## src/rtl/control_unit_pkg.sv

```systemverilog
// control_unit_pkg: opcodes, ALU codes, FSM states and mux selects shared by the multicycle controller.
package control_unit_pkg;

    localparam int OPC_W = 6;
    localparam int ALU_W = 4;

    localparam logic [OPC_W-1:0] OPC_ADD  = 6'h01;
    localparam logic [OPC_W-1:0] OPC_SUB  = 6'h02;
    localparam logic [OPC_W-1:0] OPC_AND  = 6'h03;
    localparam logic [OPC_W-1:0] OPC_OR   = 6'h04;
    localparam logic [OPC_W-1:0] OPC_SLT  = 6'h05;
    localparam logic [OPC_W-1:0] OPC_ADDI = 6'h08;
    localparam logic [OPC_W-1:0] OPC_LW   = 6'h10;
    localparam logic [OPC_W-1:0] OPC_SW   = 6'h11;
    localparam logic [OPC_W-1:0] OPC_BEQ  = 6'h18;
    localparam logic [OPC_W-1:0] OPC_J    = 6'h20;
    localparam logic [OPC_W-1:0] OPC_JAL  = 6'h21;
    localparam logic [OPC_W-1:0] OPC_HALT = 6'h3F;

    localparam logic [ALU_W-1:0] ALU_ADD   = 4'd0;
    localparam logic [ALU_W-1:0] ALU_SUB   = 4'd1;
    localparam logic [ALU_W-1:0] ALU_AND   = 4'd2;
    localparam logic [ALU_W-1:0] ALU_OR    = 4'd3;
    localparam logic [ALU_W-1:0] ALU_SLT   = 4'd4;
    localparam logic [ALU_W-1:0] ALU_EQ    = 4'd5;
    localparam logic [ALU_W-1:0] ALU_PASSA = 4'd6;

    localparam logic [1:0] PC_ALU = 2'd0;
    localparam logic [1:0] PC_D   = 2'd1;
    localparam logic [1:0] PC_JMP = 2'd2;

    localparam logic [1:0] B_REG  = 2'd0;
    localparam logic [1:0] B_FOUR = 2'd1;
    localparam logic [1:0] B_IMM  = 2'd2;

    localparam logic [1:0] W_RD  = 2'd0;
    localparam logic [1:0] W_RT  = 2'd1;
    localparam logic [1:0] W_R15 = 2'd2;

    typedef enum logic [3:0] {
        S_FETCH, S_DECODE, S_EXEC_R, S_EXEC_I, S_ALU_WB, S_MEM_ADDR, S_MEM_RD,
        S_MEM_WB, S_MEM_WR, S_BRANCH, S_JUMP, S_JAL_LINK, S_JAL_WB, S_HALT
    } ctrl_state_t;

    typedef struct packed {
        logic [1:0]       pc_wr_sel;
        logic             pc_ctrl;
        logic             mem_adr_sel;
        logic             mem_wr_ctl;
        logic [ALU_W-1:0] alu_op;
        logic             alu_a_sel;
        logic [1:0]       alu_b_sel;
        logic             reg_w_ctl;
        logic             reg_data_sel;
        logic [1:0]       reg_w_sel;
        logic             halted;
        logic             instret;
    } ctrl_t;

    // R-type opcodes 1..5 map onto ALU codes 0..4 in the same order
    function automatic logic [ALU_W-1:0] rtype_alu(input logic [OPC_W-1:0] op);
        return ALU_W'(op - OPC_ADD);
    endfunction

    function automatic ctrl_state_t decode_target(input logic [OPC_W-1:0] op);
        case (op)
            OPC_ADD, OPC_SUB, OPC_AND, OPC_OR, OPC_SLT: return S_EXEC_R;
            OPC_ADDI:       return S_EXEC_I;
            OPC_LW, OPC_SW: return S_MEM_ADDR;
            OPC_BEQ:        return S_BRANCH;
            OPC_J:          return S_JUMP;
            OPC_JAL:        return S_JAL_LINK;
            default:        return S_HALT;
        endcase
    endfunction

    function automatic logic is_legal(input logic [OPC_W-1:0] op);
        return op == OPC_HALT || decode_target(op) != S_HALT;
    endfunction

endpackage

```

## src/rtl/control_unit_if.sv

```systemverilog
// control_unit_if: opcode in, datapath controls and status out, between controller (master) and datapath (slave).
interface control_unit_if;
    import control_unit_pkg::*;
    logic [OPC_W-1:0] codop;
    logic [1:0]       pcWrSel;
    logic             pcCtrl;
    logic             memAdrSel;
    logic             memWrCtl;
    logic [ALU_W-1:0] aluOp;
    logic             aluASel;
    logic [1:0]       aluBSel;
    logic             regWCtl;
    logic             regDataSel;
    logic [1:0]       regWSel;
    logic             halted;
    logic             illegal;
    logic             instret;
    logic [31:0]      cycle_cnt;
    logic [31:0]      instret_cnt;
    modport master (input codop, output pcWrSel, pcCtrl, memAdrSel, memWrCtl, aluOp, aluASel,
                    aluBSel, regWCtl, regDataSel, regWSel, halted, illegal, instret, cycle_cnt, instret_cnt);
    modport slave (output codop, input pcWrSel, pcCtrl, memAdrSel, memWrCtl, aluOp, aluASel,
                   aluBSel, regWCtl, regDataSel, regWSel, halted, illegal, instret, cycle_cnt, instret_cnt);
endinterface

```

## src/rtl/control_unit_decoder.sv

```systemverilog
// ctrl_output_decoder: Moore output map from (state, latched opcode); en low forces every output to 0.
module ctrl_output_decoder
    import control_unit_pkg::*;
(
    input  ctrl_state_t      state,
    input  logic [OPC_W-1:0] op_q,
    input  logic             en,
    output ctrl_t            ctl
);
    always_comb begin
        ctl = '0;
        if (en) begin
            case (state)
                S_FETCH:  begin ctl.alu_b_sel = B_FOUR; ctl.pc_ctrl = 1'b1; end
                S_DECODE: ctl.alu_b_sel = B_IMM;
                S_EXEC_R: begin ctl.alu_a_sel = 1'b1; ctl.alu_op = rtype_alu(op_q); end
                S_EXEC_I, S_MEM_ADDR: begin ctl.alu_a_sel = 1'b1; ctl.alu_b_sel = B_IMM; end
                S_ALU_WB: begin
                    ctl.reg_w_ctl = 1'b1;
                    ctl.reg_data_sel = 1'b1;
                    ctl.reg_w_sel = op_q == OPC_ADDI ? W_RT : W_RD;
                    ctl.instret = 1'b1;
                end
                S_MEM_RD: ctl.mem_adr_sel = 1'b1;
                S_MEM_WB: begin ctl.reg_w_ctl = 1'b1; ctl.reg_w_sel = W_RT; ctl.instret = 1'b1; end
                S_MEM_WR: begin ctl.mem_adr_sel = 1'b1; ctl.mem_wr_ctl = 1'b1; ctl.instret = 1'b1; end
                S_BRANCH: begin
                    ctl.alu_a_sel = 1'b1;
                    ctl.alu_op = ALU_EQ;
                    ctl.pc_wr_sel = PC_D;
                    ctl.instret = 1'b1;
                end
                S_JUMP: begin ctl.pc_wr_sel = PC_JMP; ctl.pc_ctrl = 1'b1; ctl.instret = 1'b1; end
                S_JAL_LINK: begin ctl.alu_op = ALU_PASSA; ctl.pc_wr_sel = PC_JMP; ctl.pc_ctrl = 1'b1; end
                S_JAL_WB: begin
                    ctl.reg_w_ctl = 1'b1;
                    ctl.reg_data_sel = 1'b1;
                    ctl.reg_w_sel = W_R15;
                    ctl.instret = 1'b1;
                end
                S_HALT: ctl.halted = 1'b1;
                default: ;
            endcase
        end
    end
endmodule

```

## src/rtl/control_unit.sv

```systemverilog
// control_unit: multicycle Moore controller; define CTRL_PERF_CNT_EN to build the cycle/instret counters.
module control_unit
    import control_unit_pkg::*;
(
    input logic           clk,
    input logic           rst_n,
    control_unit_if.master bus
);
    ctrl_state_t      state_q, state_d;
    logic [OPC_W-1:0] op_q;
    logic             illegal_q;
    ctrl_t            ctl;

    always_ff @(posedge clk) begin
        if (!rst_n) begin
            state_q   <= S_FETCH;
            op_q      <= '0;
            illegal_q <= 1'b0;
        end else begin
            state_q <= state_d;
            if (state_q == S_DECODE) op_q <= bus.codop;
            if (state_q == S_DECODE && !is_legal(bus.codop)) illegal_q <= 1'b1;
        end
    end

    always_comb begin
        state_d = state_q;
        case (state_q)
            S_FETCH:            state_d = S_DECODE;
            S_DECODE:           state_d = decode_target(bus.codop);
            S_EXEC_R, S_EXEC_I: state_d = S_ALU_WB;
            S_MEM_ADDR:         state_d = op_q == OPC_LW ? S_MEM_RD : S_MEM_WR;
            S_MEM_RD:           state_d = S_MEM_WB;
            S_JAL_LINK:         state_d = S_JAL_WB;
            S_HALT:             state_d = S_HALT;
            default:            state_d = S_FETCH;
        endcase
    end

    ctrl_output_decoder u_dec (.state(state_q), .op_q(op_q), .en(rst_n), .ctl(ctl));

    assign bus.pcWrSel    = ctl.pc_wr_sel;
    assign bus.pcCtrl     = ctl.pc_ctrl;
    assign bus.memAdrSel  = ctl.mem_adr_sel;
    assign bus.memWrCtl   = ctl.mem_wr_ctl;
    assign bus.aluOp      = ctl.alu_op;
    assign bus.aluASel    = ctl.alu_a_sel;
    assign bus.aluBSel    = ctl.alu_b_sel;
    assign bus.regWCtl    = ctl.reg_w_ctl;
    assign bus.regDataSel = ctl.reg_data_sel;
    assign bus.regWSel    = ctl.reg_w_sel;
    assign bus.halted     = ctl.halted;
    assign bus.instret    = ctl.instret;
    assign bus.illegal    = rst_n & illegal_q;

`ifdef CTRL_PERF_CNT_EN
    logic [31:0] cyc_q, ret_q;
    always_ff @(posedge clk) begin
        if (!rst_n) begin
            cyc_q <= '0;
            ret_q <= '0;
        end else begin
            if (state_q != S_HALT) cyc_q <= cyc_q + 32'd1;
            if (ctl.instret) ret_q <= ret_q + 32'd1;
        end
    end
    assign bus.cycle_cnt   = cyc_q;
    assign bus.instret_cnt = ret_q;
`else
    assign bus.cycle_cnt   = '0;
    assign bus.instret_cnt = '0;
`endif
endmodule

```

## src/flat_wrapper.sv

```systemverilog
// flat-port wrapper written by rule: the top's interface ports become plain ports
module control_unit_flat import control_unit_pkg::*;
  (clk, rst_n, bus_codop, bus_pcWrSel, bus_pcCtrl, bus_memAdrSel, bus_memWrCtl, bus_aluOp, bus_aluASel, bus_aluBSel, bus_regWCtl, bus_regDataSel, bus_regWSel, bus_halted, bus_illegal, bus_instret, bus_cycle_cnt, bus_instret_cnt);
  control_unit_if bus_i ();
  input logic clk;
  input logic rst_n;
  input wire logic [$bits(bus_i.codop)-1:0] bus_codop;
  output wire logic [$bits(bus_i.pcWrSel)-1:0] bus_pcWrSel;
  output wire logic [$bits(bus_i.pcCtrl)-1:0] bus_pcCtrl;
  output wire logic [$bits(bus_i.memAdrSel)-1:0] bus_memAdrSel;
  output wire logic [$bits(bus_i.memWrCtl)-1:0] bus_memWrCtl;
  output wire logic [$bits(bus_i.aluOp)-1:0] bus_aluOp;
  output wire logic [$bits(bus_i.aluASel)-1:0] bus_aluASel;
  output wire logic [$bits(bus_i.aluBSel)-1:0] bus_aluBSel;
  output wire logic [$bits(bus_i.regWCtl)-1:0] bus_regWCtl;
  output wire logic [$bits(bus_i.regDataSel)-1:0] bus_regDataSel;
  output wire logic [$bits(bus_i.regWSel)-1:0] bus_regWSel;
  output wire logic [$bits(bus_i.halted)-1:0] bus_halted;
  output wire logic [$bits(bus_i.illegal)-1:0] bus_illegal;
  output wire logic [$bits(bus_i.instret)-1:0] bus_instret;
  output wire logic [$bits(bus_i.cycle_cnt)-1:0] bus_cycle_cnt;
  output wire logic [$bits(bus_i.instret_cnt)-1:0] bus_instret_cnt;
  assign bus_i.codop = bus_codop;
  assign bus_pcWrSel = bus_i.pcWrSel;
  assign bus_pcCtrl = bus_i.pcCtrl;
  assign bus_memAdrSel = bus_i.memAdrSel;
  assign bus_memWrCtl = bus_i.memWrCtl;
  assign bus_aluOp = bus_i.aluOp;
  assign bus_aluASel = bus_i.aluASel;
  assign bus_aluBSel = bus_i.aluBSel;
  assign bus_regWCtl = bus_i.regWCtl;
  assign bus_regDataSel = bus_i.regDataSel;
  assign bus_regWSel = bus_i.regWSel;
  assign bus_halted = bus_i.halted;
  assign bus_illegal = bus_i.illegal;
  assign bus_instret = bus_i.instret;
  assign bus_cycle_cnt = bus_i.cycle_cnt;
  assign bus_instret_cnt = bus_i.instret_cnt;
  control_unit u_core (.clk(clk), .rst_n(rst_n), .bus(bus_i));
endmodule
```

## config.mk

```make
export PLATFORM = sky130hd
export DESIGN_NAME = control_unit_flat
export DESIGN_NICKNAME = d
export VERILOG_FILES = /design/src/rtl/control_unit_pkg.sv /design/src/rtl/control_unit_if.sv /design/src/rtl/control_unit_decoder.sv /design/src/rtl/control_unit.sv /design/src/flat_wrapper.sv
export SDC_FILE = /design/constraint.sdc
export NUM_CORES = 1
export LEC_CHECK = 0
export BUFFER_PORTS_ARGS = -buffer_cell sky130_fd_sc_hd__buf_2
export CAP_MARGIN = 20
export CORE_UTILIZATION = 27
export CTS_CLUSTER_SIZE = 28
export DETAILED_ROUTE_END_ITERATION = 12
export GPL_ROUTABILITY_DRIVEN = 0
export HOLD_SLACK_MARGIN = 0.12
export PLACE_DENSITY = 0.55
export SKIP_CTS_REPAIR_TIMING = 1
export SLEW_MARGIN = 15
export SYNTH_ARGS = -nofsm -noshare
export SYNTH_HDL_FRONTEND = slang
export SYNTH_SLANG_ARGS = --single-unit
```

## constraint.sdc

```tcl
create_clock -name clk -period 1.5 [get_ports clk]
set_input_delay 0 -clock clk [delete_from_list [all_inputs] [get_ports clk]]
set_output_delay 0 -clock clk [all_outputs]
set_load 0.1 [all_outputs]
```

# [Yosys cells after proc, flatten, opt, wreduce, memory -nomap -nowiden]
# Index checks and enable logic that the tools add are counted.
[word_totals] reg_bits=11 in_bits=8 output_inout_bits=83 wordCells=66
[classes] addsub=1 eq_ne=28 mux=18 n_bitwise=1 n_reduce_logical=15
[ops] operator="$pmux 4 s7" n=1
[ops] operator="$eq 4x4->1 const B" n=6
[ops] operator="$eq 6x5->1 const B" n=4
[ops] operator="$pmux 4 s6" n=1
[ops] operator="$eq 6x6->1 const B" n=3
[ops] operator="$mux 18" n=1
[ops] operator="$eq 4x3->1 const B" n=4
[ops] operator="$eq 6x2->1 const B" n=2
[ops] operator="$eq 6x3->1 const B" n=2
[ops] operator="$eq 6x4->1 const B" n=2
[ops] operator="$pmux 4 s3" n=1
[ops] operator="$reduce_or 2->1" n=5
[ops] operator="$mux 1" n=9
[ops] operator="$reduce_or 3->1" n=3
[ops] operator="$eq 4x2->1 const B" n=2
[ops] operator="$mux 4" n=2
[ops] operator="$pmux 2 s2" n=2
[ops] operator="$eq 6x1->1 const B" n=1
[ops] operator="$pmux 2 s3" n=1
[ops] operator="$reduce_or 6->1" n=1
[ops] operator="$reduce_or 5->1" n=1
[ops] operator="$eq 4x1->1 const B" n=1
[ops] operator="$logic_not 4->1" n=1
[ops] operator="$ne 4x4->1 const B" n=1
[ops] operator="other kinds (6)" n=6

# [Depth between registers and ports, before layout]
# Gate-level depths: netlist of the first run.
[depth] word_depth=8 depth_mapped=7 ltp_nobuf=7

# [Hierarchy]
# From an unflattened synthesis of the first run, not the netlist that was laid out.
[unflattened] cells_unflattened=228 hier_area_um2=1666.6
[modules_own_cells] mod="control_unit" n_inst=1 cells_each=169 area_each_um2=1297.5 seq_area_each_um2=220.2
[modules_own_cells] mod="ctrl_output_decoder" n_inst=1 cells_each=59 area_each_um2=369.1 seq_area_each_um2=0.0

# [Least setup slack after synthesis of the first run]
# OpenSTA, ideal clock, no wires.
[synth_timing] kind="reg-to-output" startpoint="register u_core.state_q[2]" endpoint="output port bus_aluOp[3]" arrival_time_ns=3.800 setup_slack_ns=-2.300 stages_incl_launch_ff=4 n_path_buf=1 cell_sequence="dfxtp_1 -> clkbuf_1 -> nor2_1 -> nor4b_1"
[synth_between] elab_chain_len=3 word_cells_on_any_way=5
[synth_lines] element="from (decl)" line_no="control_unit.sv:9" rtl="ctrl_state_t state_q, state_d;"
[synth_lines] element="from (signal assigned)" line_no="control_unit.sv:20" rtl="state_q <= state_d;"
[synth_lines] element="$eq 4x4->1 / $eq 4x2->1 (equally long branches)" line_no="control_unit_decoder.sv:13" rtl="case (state)"
[synth_lines] element="$pmux 4 s3 (*)" line_no="control_unit_decoder.sv:13"
[synth_lines] element="$mux 18 (*)" line_no="control_unit_decoder.sv:12" rtl="if (en) begin"
[synth_lines] element="to (decl)" line_no="flat_wrapper.sv:12" rtl="output wire logic [$bits(bus_i.aluOp)-1:0] bus_aluOp;"
# Every way passes the cells marked *; elsewhere a longest branch is shown, timed or not.

# [Worst setup path in the final report of the first run]
[layout_timing] startpoint="register u_core.op_q[1]" endpoint="output port bus_regWSel[0]"
[layout_between] elab_chain_len=4
[layout_lines] element="from (decl)" line_no="control_unit.sv:10" rtl="logic [OPC_W-1:0] op_q;"
[layout_lines] element="from (signal assigned)" line_no="control_unit.sv:21" rtl="if (state_q == S_DECODE) op_q <= bus.codop;"
[layout_lines] element="$eq 6x4->1" line_no="control_unit_decoder.sv:21" rtl="ctl.reg_w_sel = op_q == OPC_ADDI ? W_RT : W_RD;"
[layout_lines] element="$mux 1" line_no="control_unit_decoder.sv:21"
[layout_lines] element="$pmux 2 s3" line_no="control_unit_decoder.sv:13"
[layout_lines] element="$mux 18" line_no="control_unit_decoder.sv:12"
[layout_lines] element="to (decl)" line_no="flat_wrapper.sv:17" rtl="output wire logic [$bits(bus_i.regWSel)-1:0] bus_regWSel;"
# Every way passes these cells.

==> results of run 1 <==
## power by group through the flow
stage,sequential [mW],clock [mW],combinational (mW)
6_report,0.380,0.294,1.54
5_1_grt,0.386,0.316,1.61
4_1_cts,0.371,0.303,1.48
3_5_place_dp,0.377,0,1.47
3_3_place_gp,0.376,0,1.47
2_1_floorplan,0.350,0,1.39
## area by class of cell
type	instances	area [sq um]	share of cell area, %
Clock buffer	4	45.0	2.17
Multi-Input combinational cell	179	1120	53.9
Inverter	5	18.8	0.905
Tap cell	70	87.6	4.22
Sequential cell	11	235	11.3
Timing Repair Buffer	48	569	27.4
## through the flow
step | TNS [ns] | setup slack, ns | hold slack, ns
2_1_floorplan | -1.33 | -0.360 | 0.139
3_3_place_gp | 0 | 0.0458 | 0.336
3_5_place_dp | -0.0245 | -0.0237 | 0.343
4_1_cts | -1.56 | -0.188 | 0.0993
5_1_grt | -0.269 | -0.125 | 0.130
6_report | -0.0515 | -0.0515 | 0.0957
## logic make-up after synthesis
logic type,Yosys count
mux,5
xor+xnor,2
compound gates,35
buf+inv,82
other cells,1
flops,11
fa+ha+maj,1
simple gates,72
## critical path: cells and delay by family, from the launching register on
family / cells / cell delay, ns
AND/OR/NAND/NOR: 4 / 0.63
flip-flops: 1 / 0.32
buffers and inverters: 2 / 0.24
adder cells (fa/ha/maj): 1 / 0.13
## sequential cells by signal (all words and copies together) (netlist names)
register and cells:
u_core.state_q 4, u_core.illegal_q 1, u_core.op_q 6
## placed cells by master (no fill, tap or decap), drive strengths merged, types with 2 or more instances in the layout
master	count
nand2b	3
a22oi	3
nor2	25
dfxtp	11
and3	3
nor3b	5
o21bai	3
clkbuf	4
nor3	7
mux2i	5
nor4b	2
nand3	2
o21ai	5
nor2b	2
inv	5
a211oi	5
nand2	13
a21oi	11
buf	48
nand3b	2
conb	64
## per-layer routing
| layer | vias to the layer above | share of wire (%) |
|---|---|---|
| met5 | - | 0 |
| met4 | 0 | 0.76 |
| met3 | 5 | 6.1 |
| met2 | 69 | 46 |
| met1 | 580 | 47 |
| li1 | 656 | - |
## how the worst min path moves through the flow
stage / startpoint / to / slack [ns] / cells after the start
2_1_floorplan: bus_codop[0] / u_core.op_q[0] / 0.14 / 2
6_report: bus_codop[0] / u_core.op_q[0] / 0.1 / 3
3_3_place_gp: bus_codop[0] / u_core.op_q[0] / 0.34 / 3
5_1_grt: bus_codop[0] / u_core.op_q[0] / 0.13 / 3
3_5_place_dp: bus_codop[0] / u_core.op_q[0] / 0.34 / 3
4_1_cts: bus_codop[0] / u_core.op_q[0] / 0.1 / 3
==> results.json, run 1 <==
{
  "synthArstFlopShare_pct": 0,
  "seq_area_frac_synth_pct": 15.0,
  "insertion_delay_ns": 0.23,
  "final_max_slew_viol_count": 0,
  "dr.pass1.iters": 4,
  "synthAdderAreaFrac_pct": 0.855,
  "cts_max_level": 1,
  "syn_inst": 209,
  "grt_pass1_wl_mm": 4.88,
  "skew_ns": 0.000751,
  "root_buffer": "clkbuf_8",
  "wl_per_cell_microns": 9.98,
  "r2r_cells": 7,
  "crit_slowest_cell": "dfxtp_2",
  "vias": 1310,
  "placed_area_sq_um": 1930,
  "synthTopCellsByCount": "64 x buf_4, 25 x nor2_1, 13 x nand2_1",
  "clkTransAtPathRegs_ns": 0.05,
  "finalNonFillerCells": 317,
  "io_buffers": 26,
  "ys_types": 45,
  "startpoint_type": "register",
  "p_total_mw": 2.21,
  "combPwrFrac_pct": 69.5,
  "grt_usage_pct": 10.9,
  "grt_max_degree": 15,
  "failed_checks": "negative setup slack",
  "area_growth_pct": 41.7,
  "cts_buffers": 3,
  "synth-seq-cells": 11,
  "fin_crit_ns": 1.55,
  "fin_nets": 257,
  "synth_flop_cell": "dfxtp_1",
  "power.leakage_nw": 0.906,
  "grt.busiest_layer": "met2",
  "hold_path_class": "in -> reg",
  "synth-simple-area-share_pct": 25.5,
  "antennaDiodeCount": 0,
  "cp.required_ns": 1.50,
  "r2r_setup_slack_ns": 0.05,
  "setup_ws_ns": -0.0515,
  "io_pins": 91,
  "worstPathMaxFanout": 2,
  "grt_overflow": 0,
  "synth_top_family_by_area": "buffers and inverters",
  "gr-usage-met1_pct": 15.5,
  "wl_mm": 3.16,
  "hpwl_mm": 2.50,
  "p_sw_share_pct": 60.8,
  "cp_cell_sequence": "inv_2 -> ha_4 -> nor3b_4 -> nand4b_1 -> nand2_1 -> and3_4 -> buf_12",
  "synthMuxAreaShare_pct": 3.42,
  "viasPerCell": 4.13,
  "worst-setup-path-type": "reg -> out",
  "endpoint": "bus_regWSel[0]",
  "powerDensity_nw_per_um2": 1070,
  "regToRegStartpoint": "u_core.op_q[1]",
  "yosys_warnings": 0,
  "vdd_drop_max_uv": 561,
  "end_kind": "output pin",
  "drive_gt1_share_pct": 38.1,
  "synth-compound-area-share_pct": 15.6,
  "internal_power_uw": 867,
  "yosys.area.top_type": "buf_4",
  "die_height_microns": 75.6,
  "gr-usage-met3_pct": 1.72,
  "grt_use_met2_pct": 17.4,
  "cts_buffer_depth": 2,
  "clock_sinks": 11,
  "initial_core_util_pct": 28.3,
  "synth_edf_count": 0,
  "slowest_delay_ns": 0.32,
  "setup_viol": 1,
  "ant_nets": 0,
  "switchingPower_mw": 1.35,
  "hold_viol_final": 0,
  "p_seq_share_pct": 17.2,
  "critPathArrivalTime_ns": 1.55,
  "clkPwrFrac_pct": 13.3,
  "rows": 26,
  "synth_area_leaders": "buf_4 33%, dfxtp_1 15%, nor2_1 6.4%, a21oi_1 3.8%, mux2i_1 3.4%",
  "grt_pass1_vias": 1021,
  "timing.final.crit_share_pct": 103,
  "n_fill_cell": 548,
  "rsz0062_at_grt": "yes",
  "fin_util_pct": 40.1,
  "die_x_microns": 75.6,
  "antenna_found_initial": 0,
  "cts_tree": "yes",
  "synth_top_area_share_pct": 32.8,
  "syn_avg_cell_area_sq_um": 7.00,
  "drv_cap": 0,
  "drt_iter0_drc": 78,
  "core_area_sq_um": 5170,
  "critPathLaunch": "u_core.op_q[1]",
  "timing.rr.end": "u_core.state_q[3]",
  "syn-cell-area_sq_um": 1460,
  "fin_area_sq_um": 2070,
  "status": "finished, violations left",
  "fmax_mhz": 645,
  "die_area_sq_um": 5720,
  "synth_xor_area_share_pct": 1.20,
  "drcViolationCount": 0,
  "yosysMostFrequentCell": "buf_4",
  "placedCellCount": 309
}
No activity file was read; power rests on OpenSTA's default activity.
==> run 2, diff against run 1 <==
- PLACE_DENSITY: 0.55 -> 0.53
- SYNTH_HIERARCHICAL: not set -> 1
==> run 2 against run 1 <==
The run still ends with negative setup slack left. Final area rose by 10%. Largest cell class unchanged. Critical path depth fell by 2. Utilization fell by 1.5 points. Worst hold slack improved by 0.024 ns. Final cell count rose by 6.0%. First-iteration DRC count fell by 9.0%.
==> results.json, run 2 <==
{
  "grt_pass1_wl_mm": 5.44,
  "viasPerCell": 4.24,
  "io_buffers": 26,
  "ant_nets": 0,
  "fmax_mhz": 618,
  "synth_flop_cell": "dfxtp_1",
  "critPathArrivalTime_ns": 1.62,
  "status": "finished, violations left",
  "insertion_delay_ns": 0.24,
  "holdPathStages": 3,
  "io_pins": 91,
  "synth-seq-cells": 11,
  "synthTopCellsByCount": "69 x buf_4, 26 x nand2_1, 14 x nor2_1",
  "cts_buffers": 3,
  "timing.final.crit_share_pct": 108,
  "grt_overflow": 0,
  "grt_max_degree": 20,
  "die_height_microns": 80.6,
  "hold_viol_final": 0,
  "startpoint_type": "register",
  "wl_per_cell_microns": 10.8,
  "ys_types": 52,
  "core_area_sq_um": 5920,
  "cp.required_ns": 1.50,
  "power.leakage_nw": 0.907,
  "post-place-ws_ns": 0.108,
  "crit_slowest_cell": "or3_4",
  "largest_register": "u_core/op_q",
  "synth_edf_count": 0,
  "yosysMostFrequentCell": "buf_4",
  "cp_top_family": "simple AND/OR/NAND/NOR gates",
  "synthArstFlopShare_pct": 0,
  "final_max_slew_viol_count": 0,
  "die_area_sq_um": 6490,
  "failed_checks": "negative setup slack",
  "grt.busiest_layer": "met2",
  "hpwl_mm": 2.70,
  "syn_inst": 228,
  "yosys_warnings": 6,
  "clkTransAtPathRegs_ns": 0.05,
  "grt_use_met2_pct": 16.1,
  "gr-usage-met3_pct": 1.02,
  "final_common_cell": "conb_1",
  "crit_cells": 5,
  "worst-setup-path-type": "reg -> out",
  "drt_iter0_drc": 71,
  "worstPathMaxFanout": 4,
  "syn_avg_cell_area_sq_um": 7.31,
  "cts_max_level": 1,
  "final_cell_mix": "64 x conb_1, 23 x nand2_1, 19 x buf_12",
  "skew_ns": 0.00396,
  "drive_gt1_share_pct": 36.0,
  "die_x_microns": 80.6,
  "rows": 28,
  "synth_area_leaders": "buf_4 31%, dfxtp_1 13%, nand2_1 5.9%, a21boi_0 3.2%, nor2_1 3.2%",
  "drv_cap": 0,
  "antennaDiodeCount": 0,
  "cp_cell_sequence": "inv_4 -> ha_4 -> or3_4 -> a21oi_4 -> buf_12",
  "whs_ns": 0.119,
  "hold_path_class": "in -> reg",
  "crit_buf_inv": 2,
  "yosys.area.top_type": "buf_4",
  "area_growth_pct": 37.1,
  "r2r_cells": 5,
  "cts_tree": "yes",
  "end_kind": "output pin",
  "seq_area_frac_synth_pct": 13.2,
  "rsz0062_at_grt": "yes",
  "gr-usage-met1_pct": 14.7,
  "grt_usage_pct": 10.3,
  "initial_core_util_pct": 28.1,
  "largest_registers": "u_core/op_q x6, u_core/state_q x4, u_core/illegal_q x1",
  "slowest_delay_ns": 0.39,
  "syn-cell-area_sq_um": 1670,
  "dr.pass1.iters": 4,
  "fin_crit_ns": 1.62,
  "p_total_mw": 2.32,
  "root_buffer": "clkbuf_8",
  "powerDensity_nw_per_um2": 1020,
  "vias": 1424,
  "fin_util_pct": 38.6,
  "fin_nets": 272,
  "drcViolationCount": 0,
  "clock_sinks": 11,
  "grt_pass1_vias": 1146,
  "setup_ws_ns": -0.118,
  "setup_viol": 2,
  "cts_buffer_depth": 2,
  "antenna_found_initial": 0,
  "wl_mm": 3.62,
  "synth_top_area_share_pct": 31.1,
  "vdd_drop_max_uv": 474,
  "largest_reg_flops": 6
}
run 2: changes by cell type after synthesis, moves of 3 or more:
| cell | before | now |
|---|---|---|
| and3_1 | 3 | 0 |
| buf_2 | 2 | 8 |
| clkbuf_1 | 8 | 1 |
| nor2_1 | 25 | 14 |
| o21bai_1 | 3 | 0 |
| o211ai_1 | 0 | 4 |
| a21boi_0 | 0 | 7 |
| nand2_1 | 13 | 26 |
| mux2i_1 | 5 | 0 |
| nand3_1 | 2 | 5 |
| nor2b_1 | 2 | 7 |
| a211oi_1 | 4 | 0 |
| nor3b_1 | 5 | 2 |
| buf_4 | 64 | 69 |
run 2: cell type report:
type	instances	area [sq um]
Fill cell	622	3640
Multi-Input combinational cell	196	1320
Timing Repair Buffer	45	556
Sequential cell	11	239
Tap cell	75	93.8
Clock buffer	4	45.0
Inverter	5	33.8
run 2: path summary, 6_finish.rpt:
path / start / to / slack (ns)
worst max-delay path: u_core/op_q[0] / bus_aluOp[1] / -0.12
worst max register to register: u_core/op_q[0] / u_core/state_q[2] / 0.08
worst min-delay path: bus_codop[0] / u_core/op_q[0] / 0.12
worst min register to register: u_core/op_q[0] / u_core/op_q[0] / 0.51
run 2: kinds of logic (layout without fill, tap and decap cells):
logic type               after synthesis  in the layout  synth area share (%)
buffers and inverters                 84             54                  35.5
AND/OR/NAND/NOR                       83             83                  29.0
AO/OA/AOI/OAI                         43             43                  18.5
flip-flops                            11             11                  13.2
XOR/XNOR                               4              4                  2.10
adder cells (fa/ha/maj)                2              2                  1.50
other                                  1             64                 0.225
run 2: metal layers:
layer | wire length, microns | vias up | share of wire (%)
met5 | 0 | - | 0
met4 | 8 | 0 | 0.22
met3 | 154 | 2 | 4.3
met2 | 1750 | 46 | 48
met1 | 1700 | 661 | 47
li1 | - | 715 | -
run 2: report_power, final:
group          switching (mW)  internal (mW)
logic                    1.27          0.369
registers              0.0513          0.329
clock network           0.113          0.187
run 2: worst register-to-register path, cell delays in order (launching register included):
cell,delay [ns]
dfxtp_4,0.36
buf_4,0.14
nor4_1,0.26
nand3b_1,0.16
o211ai_1,0.27
a22o_1,0.18
run 2: metrics by stage:
stage / setup TNS (ns) / instance area, sq um / cells
3_5_place_dp: 0 / 2120 / 326
5_1_grt: -0.357 / 2280 / 336
6_report: -0.135 / 2280 / 336
4_1_cts: -0.755 / 2160 / 330
2_1_floorplan: -1.02 / 2100 / 291
3_3_place_gp: 0 / 2120 / 326
